[src/rtl/mem_arb_pkg.sv]
// Shared types and constants for the two-port memory sequencer/arbiter.
// Protected-region constants are used when MEM_ARB_WRITE_PROTECT_EN is defined.
package mem_arb_pkg;

    typedef enum logic [1:0] {
        ST_IDLE   = 2'd0,
        ST_ACCESS = 2'd1,
        ST_RDWAIT = 2'd2,
        ST_ACK    = 2'd3
    } state_t;

    // Top six address bits select the region: ROM is 6'b000000, GROM is 4'b0010xx.
    localparam logic [5:0] ROM_PREFIX  = 6'b000000;
    localparam logic [3:0] GROM_PREFIX = 4'b0010;

    localparam int RD_LAT_MIN = 1;
    localparam int RD_LAT_MAX = 3;

    function automatic logic is_protected(input logic [5:0] adr_hi);
        return (adr_hi == ROM_PREFIX) || (adr_hi[5:2] == GROM_PREFIX);
    endfunction

endpackage

[src/rtl/mem_arb_prio.sv]
// Two-input fixed-priority arbiter (port 0 first) with a saturating
// starvation counter that hands the grant to port 1 once it has waited too long.
module mem_arb_prio #(
    parameter int STARVE_MAX = 4
) (
    input  logic clk,
    input  logic reset_n,
    input  logic arb_en,
    input  logic req0,
    input  logic req1,
    output logic gnt_vld,
    output logic gnt_idx
);

    localparam int CW = (STARVE_MAX < 1) ? 1 : $clog2(STARVE_MAX + 1);

    logic [CW-1:0] starve_cnt;
    logic          starved;

    assign starved = (starve_cnt == CW'(STARVE_MAX));

    always_comb begin
        gnt_vld = arb_en & (req0 | req1);
        gnt_idx = req1 & (~req0 | starved);
    end

    // Counter only moves on arbitration (IDLE) cycles.
    always_ff @(posedge clk or negedge reset_n) begin
        if (!reset_n) begin
            starve_cnt <= '0;
        end else if (arb_en) begin
            if (gnt_vld && gnt_idx) begin
                starve_cnt <= '0;
            end else if (gnt_vld && req1 && !starved) begin
                starve_cnt <= starve_cnt + 1'b1;
            end else if (!req1) begin
                starve_cnt <= '0;
            end
        end
    end

endmodule

[src/rtl/mem_arb.sv]
// Two-port sequencer/arbiter driving the active-low SRAM-style memory bus.
// Optional write protection of ROM/GROM regions: define MEM_ARB_WRITE_PROTECT_EN.
module mem_arb
    import mem_arb_pkg::*;
#(
    parameter int AW         = 18,
    parameter int DW         = 16,
    parameter int RD_LAT     = 1,
    parameter int STARVE_MAX = 4
) (
    input  logic          clk,
    input  logic          reset_n,
    input  logic          m0_req,
    input  logic          m0_we,
    input  logic [1:0]    m0_be,
    input  logic [AW-1:0] m0_adr,
    input  logic [DW-1:0] m0_wdata,
    output logic          m0_ack,
    output logic [DW-1:0] m0_rdata,
    input  logic          m1_req,
    input  logic          m1_we,
    input  logic [1:0]    m1_be,
    input  logic [AW-1:0] m1_adr,
    input  logic [DW-1:0] m1_wdata,
    output logic          m1_ack,
    output logic [DW-1:0] m1_rdata,
    output logic          prot_err,
    output logic          RAMCS,
    output logic          RAMOE,
    output logic          RAMWE,
    output logic          RAMLB,
    output logic          RAMUB,
    output logic [AW-1:0] ADR,
    output logic [DW-1:0] sram_dout,
    input  logic [DW-1:0] sram_din,
    output logic          busy
);

    localparam int         HW       = DW / 2;
    localparam logic [1:0] LAT_LAST = 2'(RD_LAT - 1);

    if (RD_LAT < RD_LAT_MIN || RD_LAT > RD_LAT_MAX) begin : g_bad_lat
        $error("mem_arb: RD_LAT out of range");
    end

    state_t        state, state_nxt;
    logic [1:0]    lat_cnt;
    logic          rd_last;
    logic          gnt_vld, gnt_idx, grant;
    logic          sel_we;
    logic [1:0]    sel_be;
    logic [AW-1:0] sel_adr;
    logic [DW-1:0] sel_wdata;
    logic          gnt_p1, we_p1;
    logic [1:0]    be_p1;
    logic [AW-1:0] adr_p1;
    logic [DW-1:0] wdata_p1;
    logic [DW-1:0] m0_rdata_p1, m1_rdata_p1;
    logic          wr_blk;

    mem_arb_prio #(.STARVE_MAX(STARVE_MAX)) u_prio (
        .clk     (clk),
        .reset_n (reset_n),
        .arb_en  (state == ST_IDLE),
        .req0    (m0_req),
        .req1    (m1_req),
        .gnt_vld (gnt_vld),
        .gnt_idx (gnt_idx)
    );

    assign grant = gnt_vld;

    always_comb begin
        sel_we    = m0_we;
        sel_be    = m0_be;
        sel_adr   = m0_adr;
        sel_wdata = m0_wdata;
        if (gnt_idx) begin
            sel_we    = m1_we;
            sel_be    = m1_be;
            sel_adr   = m1_adr;
            sel_wdata = m1_wdata;
        end
    end

`ifdef MEM_ARB_WRITE_PROTECT_EN
    logic prot_p1;

    always_ff @(posedge clk or negedge reset_n) begin
        if (!reset_n) begin
            prot_p1 <= 1'b0;
        end else if (grant) begin
            prot_p1 <= sel_we & is_protected(sel_adr[AW-1 -: 6]);
        end
    end

    assign wr_blk = prot_p1;
`else
    assign wr_blk = 1'b0;
`endif

    always_ff @(posedge clk or negedge reset_n) begin
        if (!reset_n) begin
            state <= ST_IDLE;
        end else begin
            state <= state_nxt;
        end
    end

    // Strobes decode straight from state so an async reset releases them at once.
    always_comb begin
        state_nxt = state;
        rd_last   = 1'b0;
        RAMCS     = 1'b1;
        RAMOE     = 1'b1;
        RAMWE     = 1'b1;
        RAMLB     = 1'b1;
        RAMUB     = 1'b1;
        case (state)
            ST_IDLE:   if (grant) state_nxt = ST_ACCESS;
            ST_ACCESS: state_nxt = we_p1 ? ST_ACK : ST_RDWAIT;
            ST_RDWAIT: begin
                if (lat_cnt == LAT_LAST) begin
                    state_nxt = ST_ACK;
                    rd_last   = 1'b1;
                end
            end
            ST_ACK:    state_nxt = ST_IDLE;
            default:   state_nxt = ST_IDLE;
        endcase
        if (state == ST_ACCESS || state == ST_RDWAIT) begin
            RAMCS = wr_blk;
            RAMLB = ~be_p1[0];
            RAMUB = ~be_p1[1];
            if (!we_p1) begin
                RAMOE = 1'b0;
            end else if (state == ST_ACCESS) begin
                RAMWE = wr_blk;
            end
        end
    end

    // Stage p1: access fields latched at grant, held until the next grant.
    always_ff @(posedge clk or negedge reset_n) begin
        if (!reset_n) begin
            lat_cnt     <= 2'd0;
            gnt_p1      <= 1'b0;
            we_p1       <= 1'b0;
            be_p1       <= 2'b00;
            adr_p1      <= '0;
            wdata_p1    <= '0;
            m0_rdata_p1 <= '0;
            m1_rdata_p1 <= '0;
        end else begin
            if (state == ST_IDLE && grant) begin
                gnt_p1   <= gnt_idx;
                we_p1    <= sel_we;
                be_p1    <= sel_be;
                adr_p1   <= sel_adr;
                wdata_p1 <= sel_wdata;
            end
            if (state == ST_ACCESS) begin
                lat_cnt <= 2'd0;
            end else if (state == ST_RDWAIT) begin
                lat_cnt <= lat_cnt + 2'd1;
            end
            // Disabled lanes keep their previous contents.
            if (rd_last && !gnt_p1) begin
                if (be_p1[0]) m0_rdata_p1[HW-1:0]  <= sram_din[HW-1:0];
                if (be_p1[1]) m0_rdata_p1[DW-1:HW] <= sram_din[DW-1:HW];
            end
            if (rd_last && gnt_p1) begin
                if (be_p1[0]) m1_rdata_p1[HW-1:0]  <= sram_din[HW-1:0];
                if (be_p1[1]) m1_rdata_p1[DW-1:HW] <= sram_din[DW-1:HW];
            end
        end
    end

    assign ADR       = adr_p1;
    assign sram_dout = wdata_p1;
    assign m0_rdata  = m0_rdata_p1;
    assign m1_rdata  = m1_rdata_p1;
    assign m0_ack    = (state == ST_ACK) & ~gnt_p1;
    assign m1_ack    = (state == ST_ACK) &  gnt_p1;
    assign prot_err  = (state == ST_ACK) & wr_blk;
    assign busy      = (state != ST_IDLE);

endmodule
[config.mk]
export PLATFORM = sky130hd
export DESIGN_NAME = mem_arb
export DESIGN_NICKNAME = d
export VERILOG_FILES = /design/src/rtl/mem_arb_pkg.sv /design/src/rtl/mem_arb_prio.sv /design/src/rtl/mem_arb.sv
export SDC_FILE = /design/constraint.sdc
export NUM_CORES = 1
export LEC_CHECK = 0
export ABC_AREA = 1
export CAP_MARGIN = 10
export CELL_PAD_IN_SITES_DETAIL_PLACEMENT = 1
export CELL_PAD_IN_SITES_GLOBAL_PLACEMENT = 2
export CORE_UTILIZATION = 30
export DETAILED_ROUTE_END_ITERATION = 10
export DONT_BUFFER_PORTS = 1
export GPL_TIMING_DRIVEN = 1
export PLACE_DENSITY_LB_ADDON = 0.2
export SYNTH_ARGS = -nofsm -noshare
export SYNTH_HDL_FRONTEND = slang
export SYNTH_SLANG_ARGS = --single-unit
[constraint.sdc]
create_clock -name clk -period 1.37 [get_ports clk]
set_input_delay 0.137 -clock clk [delete_from_list [all_inputs] [get_ports clk]]
set_output_delay 0.137 -clock clk [all_outputs]
set_load 0.01 [all_outputs]
# [Yosys cells after proc, flatten, opt, wreduce, memory -nomap -nowiden]
# Cells that the tools add are included.
[classes] add_sub_neg=2 n_eq_ne=7 muxes=23 n_bitwise=10 n_reduce_logical=19
[ops] operator="$mux 18" n=1
[ops] operator="$mux 16" n=1
[ops] operator="$mux 1" n=12
[ops] operator="$reduce_and 2->1" n=6
[ops] operator="$mux 2" n=5
[ops] operator="$mux 3" n=3
[ops] operator="$pmux 2 s4" n=1
[ops] operator="$logic_and 1x1->1" n=6
[ops] operator="$and 1x1->1" n=4
[ops] operator="$eq 2x2->1 const B" n=2
[ops] operator="$logic_not 2->1" n=2
[ops] operator="$ne 2x2->1 const B" n=2
[ops] operator="$not 1->1" n=4
[ops] operator="$reduce_bool 2->1" n=2
[ops] operator="$add 3x1->3 const B" n=1
[ops] operator="$eq 3x3->1 const B" n=1
[ops] operator="$ne 3x1->1 const B" n=1
[ops] operator="$add 2x1->2 const B" n=1
[ops] operator="$eq 2x1->1 const B" n=1
[ops] operator="$logic_not 1->1" n=2
[ops] operator="$or 1x1->1" n=2
[ops] operator="$logic_or 1x1->1" n=1
[totals] regBits=77

# [Logic depth before layout (Yosys ltp)]
[depth] word_depth=6 ltp_mapped=10 ltp_nobuf=8

# [Cells and area by module]
# From an unflattened synthesis, not the netlist that was laid out.
[hier_totals] hier_cells=455 hier_area_um2=3654.8
[by_module_without_submodules] module="mem_arb" instances=1 cells_per_inst=432 area_each_um2=3463.3 seq_area_each_um2=1851.8
[by_module_without_submodules] module="mem_arb_prio" instances=1 cells_per_inst=23 area_each_um2=191.4 seq_area_each_um2=75.1

# [Worst setup path after synthesis]
# No wires, ideal clock.
[synth_path] path_kind="reg-to-output" startpoint="register state[0]" endpoint="output RAMOE" t_arrival_ns=1.354 setup_slack_ns=-0.121 stages_incl_launch_ff=6 n_path_buf=1 cell_sequence="dfrtp_1 inv_1 ha_1 clkbuf_1 inv_1 or2_2"
[synth_via] elab_chain_cells=3
[synth_lines] item="start: declaration" line_no="mem_arb.sv:46" text="state_t state, state_nxt;"
[synth_lines] item="start signal: assignment" line_no="mem_arb.sv:106" text="state <= state_nxt;"
[synth_lines] item="$eq 2x1->1 / $eq 2x2->1 (equally long branches)" line_no="mem_arb.sv:131" text="if (state == ST_ACCESS || state == ST_RDWAIT) begin"
[synth_lines] item="$logic_or 1x1->1 *" line_no="mem_arb.sv:131"
[synth_lines] item="$mux 1 *" line_no="mem_arb.sv:131"
[synth_lines] item="end: declaration" line_no="mem_arb.sv:29" text="output logic RAMOE,"
# Every way passes the cells marked *; elsewhere a longest branch is shown, timed or not.

# [Worst setup path after layout]
# Same ends and word-level chain as after synthesis.

==> results.md <==
- The total area inside the core boundary comes to roughly 0.013 mm^2.
- After detailed routing, the number of remaining DRC violations is 0.
- The overall global routing resource usage is 18.2%.
- The first global-routing pass estimated 18.9 mm of wire.
- The signal on the critical path passes through inv_2, ha_4, inv_2, or2_4.
- The clock reaches the later pin of the worst-skew pair after approximately 0.34 ns.
- The power density over cell area is approximately 2300 mW/mm^2.
- The kind of cell with the highest combined delay along the critical path is flip-flops.
- The fraction of synthesized area in multiplexers is 0%.
- The instance count after placement with tap cells included is 702.
- The routed design could run at a clock period as short as 1.45 ns.
- The class of the tightest hold or removal check is input pin to async pin.
- The worst reg2reg path startpoint is state[1]$_DFFE_PN0P_.
- During placement, the flow inserted port buffers numbering 0.
- After synthesis, the largest area contributor takes up 49.0% of total cell area.
- The number of enable flip-flop cells after synthesis is 0.
- The fraction of final layout cells sized beyond drive strength 1 is 29.5%.
- The cell count after synthesis is approximately 530.
- The register-to-register setup slack is -0.05 ns.
- Routability-driven placement finished with a final weighted congestion of 0.746.
- The buffer levels on the longest clock path is 2.
- The largest individual stage delay along the critical path comes from the cell sky130_fd_sc_hd__dfrtp_1.
- Of the synthesized area, sequential elements account for 49.0%.
- For this configuration, the core starts out at a cell density of 30.9%.
- The largest clock skew in the final design is 0.00856 ns.
- The vias after detailed routing is 3581.
- The simple-gate area share of the yosys netlist is 30.1%.
- The required time of the critical path is 1.23 ns.
- The standby leakage power is 2.90 nW.
- The hold buffer count at CTS is 18.
- Counting both buffers and inverters, the worst setup path holds a total of 2.
- The synthesized netlist occupies a cell area of 0.00393 mm^2.
- The H-tree generated during clock tree synthesis spans 3 levels.
- The most used flip-flop cell after synthesis is sky130_fd_sc_hd__dfrtp_1.
- Hold timing on the final database bottoms out at a slack of -0.507 ns.
- The detail-routed via count per cell is 4.68.
- The arrival time at the worst endpoint is 1.32 ns.
- Summed over all layers, the routed wires come to 13.3 mm.
- The number of warnings reported in the yosys synthesis log is 0.
- In this run the remaining antenna-violating nets after routing total 0.
- The final cycle utilization of the critical path is 106%.
- The dominant combinational cell family by area after synthesis is simple AND/OR/NAND/NOR gates.
- STA classifies the critical path endpoint as an output port.
- The number of I/O pins is 169.
- The setup TNS is -1.60 ns.
- The logic depth of the worst register-to-register path is 8.
- The clock sink count is 77.
- The number of antenna violations at the first check in global routing was 0.
- The maximum net fanout on the critical path is 2.
- The width of the chip is roughly 120 um.
- After detailed routing, the average wire length per cell comes to 17.4 um.
- The number of distinct library cells after synthesis is 23.
- The die area is roughly 0.014 mm^2.
- STA classifies the critical path startpoint as a flop.
- Ranked by instance count, the synthesized netlist is headed by sky130_fd_sc_hd__nand2_1, sky130_fd_sc_hd__inv_1, sky130_fd_sc_hd__nand3_1.
- The number of violations of the max-capacitance limit is 0.
- The clock slew seen by the registers of the worst setup and hold paths is 0.06 ns.
- The vertical extent of the die is 116 um.
- The number of DRC markers after the initial detailed-route iteration is 130.
- Summing the areas of all compound-gate instances in the mapped netlist gives 5.41% of the synthesized area.
- Averaged over all synthesized cells, the footprint is 7.49 um^2.
- TritonCTS created 9 clock buffers.
- Summed over all layers, the global routing overflow is 0.
- Leaving out filler cells and counting taps, the final layout contains 765.
- The peak supply drop is 0.689 mV.
- The wire-length estimate of the detail-placed layout is 8.01 mm.
- Derived from the worst setup path, the maximum achievable clock frequency is 689 MHz.
- The endpoint of the worst-slack reg-to-reg timing path is sram_dout[13]$_DFFE_PN0P_.
- The adder-cell share of the synthesized area is 2.23%.
- The number of pins with negative max-slew slack in the final report is 0.
- Compared with the post-synthesis result, the final layout area differs by 45.1%.
- The number of diodes added for antenna fixing is 0.
- The post-synthesis net count is 626.
- Counting stages on the worst path, the most repeated cell is sky130_fd_sc_hd__inv_2.
- The row count is between 40 and 50.
- The pin count of the biggest net entering global routing is 78.
- The final reports fail on hold timing, setup timing.
- The post-layout worst setup margin is -0.0822 ns.
- The async set-or-reset flop fraction in the synthesized netlist is between 90% and 100%.
- The flow ran to the end, but the final reports show violations.
- sky130_fd_sc_hd__nand2_1 is the most common cell in the netlist.
- Setup violations remaining at the end of the flow were counted as 57.
- The number of global-route vias before repair came to about 3700.
- The cell type with the largest total area after synthesis is sky130_fd_sc_hd__dfrtp_1.
- The path type of the worst setup path is flop to output port.
- The parity-gate share of the synthesized area counting xor and xnor cells is 0.223%.
- The number of nets in the layout is 689.
- The first-pass iteration count of the detailed router is 4.
- The total of flip-flops plus latches after synthesis is between 70 and 80.
- The clock tree root driver cell is sky130_fd_sc_hd__clkbuf_16.
- The largest single stage delay on the critical path is about 0.37 ns.
- After synthesis, the cell types taking the most area are sky130_fd_sc_hd__dfrtp_1, sky130_fd_sc_hd__nand2_1, sky130_fd_sc_hd__nand3_1.
- The CTS tree is built.
- Setup repair after global routing could not meet its margin everywhere.
- The final-report hold violation count is 77.
## state kept, by name (all words and copies together), names as in the netlist, 2 cells and up
signal and count:
ADR 18, be_p1 2, lat_cnt 2, m0_rdata 16
m1_rdata 16, sram_dout 16, state 2, u_prio.starve_cnt 3
## stage by stage
| step | total power, mW | setup slack [ns] | cell area [um^2] | util [%] |
|---|---|---|---|---|
| after floorplan | 6.95 | -0.0337 | 3970 | - |
| after global placement | 8.10 | -0.110 | 4300 | 33.8 |
| after detailed placement | 8.27 | -0.155 | 4300 | 33.8 |
| after CTS | 11.4 | -0.0951 | 5050 | 39.7 |
| after global routing | 14.0 | -0.147 | 5710 | 44.9 |
| final | 13.1 | -0.0822 | 5710 | 44.9 |
## report_power, final
part	leakage [nW]	internal [mW]	switching (mW)
clock	0.158	1.64	0.998
sequential	0.918	3.40	1.49
combinational	1.82	2.66	2.91
## worst max path at each step
stage	start	to	slack [ns]	cells after the start
after floorplan	state[0]$_DFFE_PN0P_	ADR[10]$_DFFE_PN0P_	-0.03	10
after global placement	u_prio.starve_cnt[0]$_DFFE_PN0P_	be_p1[0]$_DFFE_PN0P_	-0.11	9
after detailed placement	u_prio.starve_cnt[0]$_DFFE_PN0P_	be_p1[0]$_DFFE_PN0P_	-0.15	9
after CTS	state[0]$_DFFE_PN0P_	RAMOE	-0.1	4
after global routing	state[1]$_DFFE_PN0P_	ADR[5]$_DFFE_PN0P_	-0.15	8
final	state[0]$_DFFE_PN0P_	RAMOE	-0.08	4
## layout make-up
class                           count  area (um^2)
Clock buffer                       10          239
Clock inverter                      6         86.3
Fill cell                        1532         7020
Inverter                           90          348
Multi-Input combinational cell    332         1950
Sequential cell                    77         1930
Tap cell                          172          215
Timing Repair Buffer               78          940
## layout by cell type, fill, tap and decap left out, drive strengths merged
| cell | n |
|---|---|
| nor3 | 1 |
| nand3 | 82 |
| dfrtp | 77 |
| or2 | 1 |
| inv | 88 |
| o211ai | 1 |
| xor2 | 1 |
| a21oi | 2 |
| o21ai | 39 |
| clkbuf | 17 |
| nand3b | 1 |
| clkinvlp | 1 |
| nor2 | 8 |
| dlygate4sd3 | 18 |
| and2 | 1 |
| buf | 53 |
| clkinv | 5 |
| conb | 1 |
| ha | 7 |
| bufinv | 2 |
| nand2 | 187 |
## repair_timing
item / 4_1_cts / 5_1_grt
setup buffers: 8 / 11
endpoints found under the setup margin: 78 / 79
pin swaps: 3 / 29
hold endpoints to repair: 110 / 77
resized for setup: 35 / 134
cloned: 2 / 10
## logic make-up after synthesis
group,count (synthesis)
XOR/XNOR,1
flip-flops,77
AO/OA/AOI/OAI,42
other,1
AND/OR/NAND/NOR,280
adder cells (fa/ha/maj),7
buffers and inverters,117
## routing by layer
| layer | GRT usage (%) | wire length [um] | vias to the layer above |
|---|---|---|---|
| met1 | 22.3 | 5490 | 1716 |
| met4 | 5.47 | 148 | 0 |
| li1 | - | - | 1736 |
| met2 | 30.1 | 6580 | 119 |
| met3 | 6.43 | 1050 | 10 |
| met5 | 0 | 0 | - |
Power figures use the tool's default switching activity.
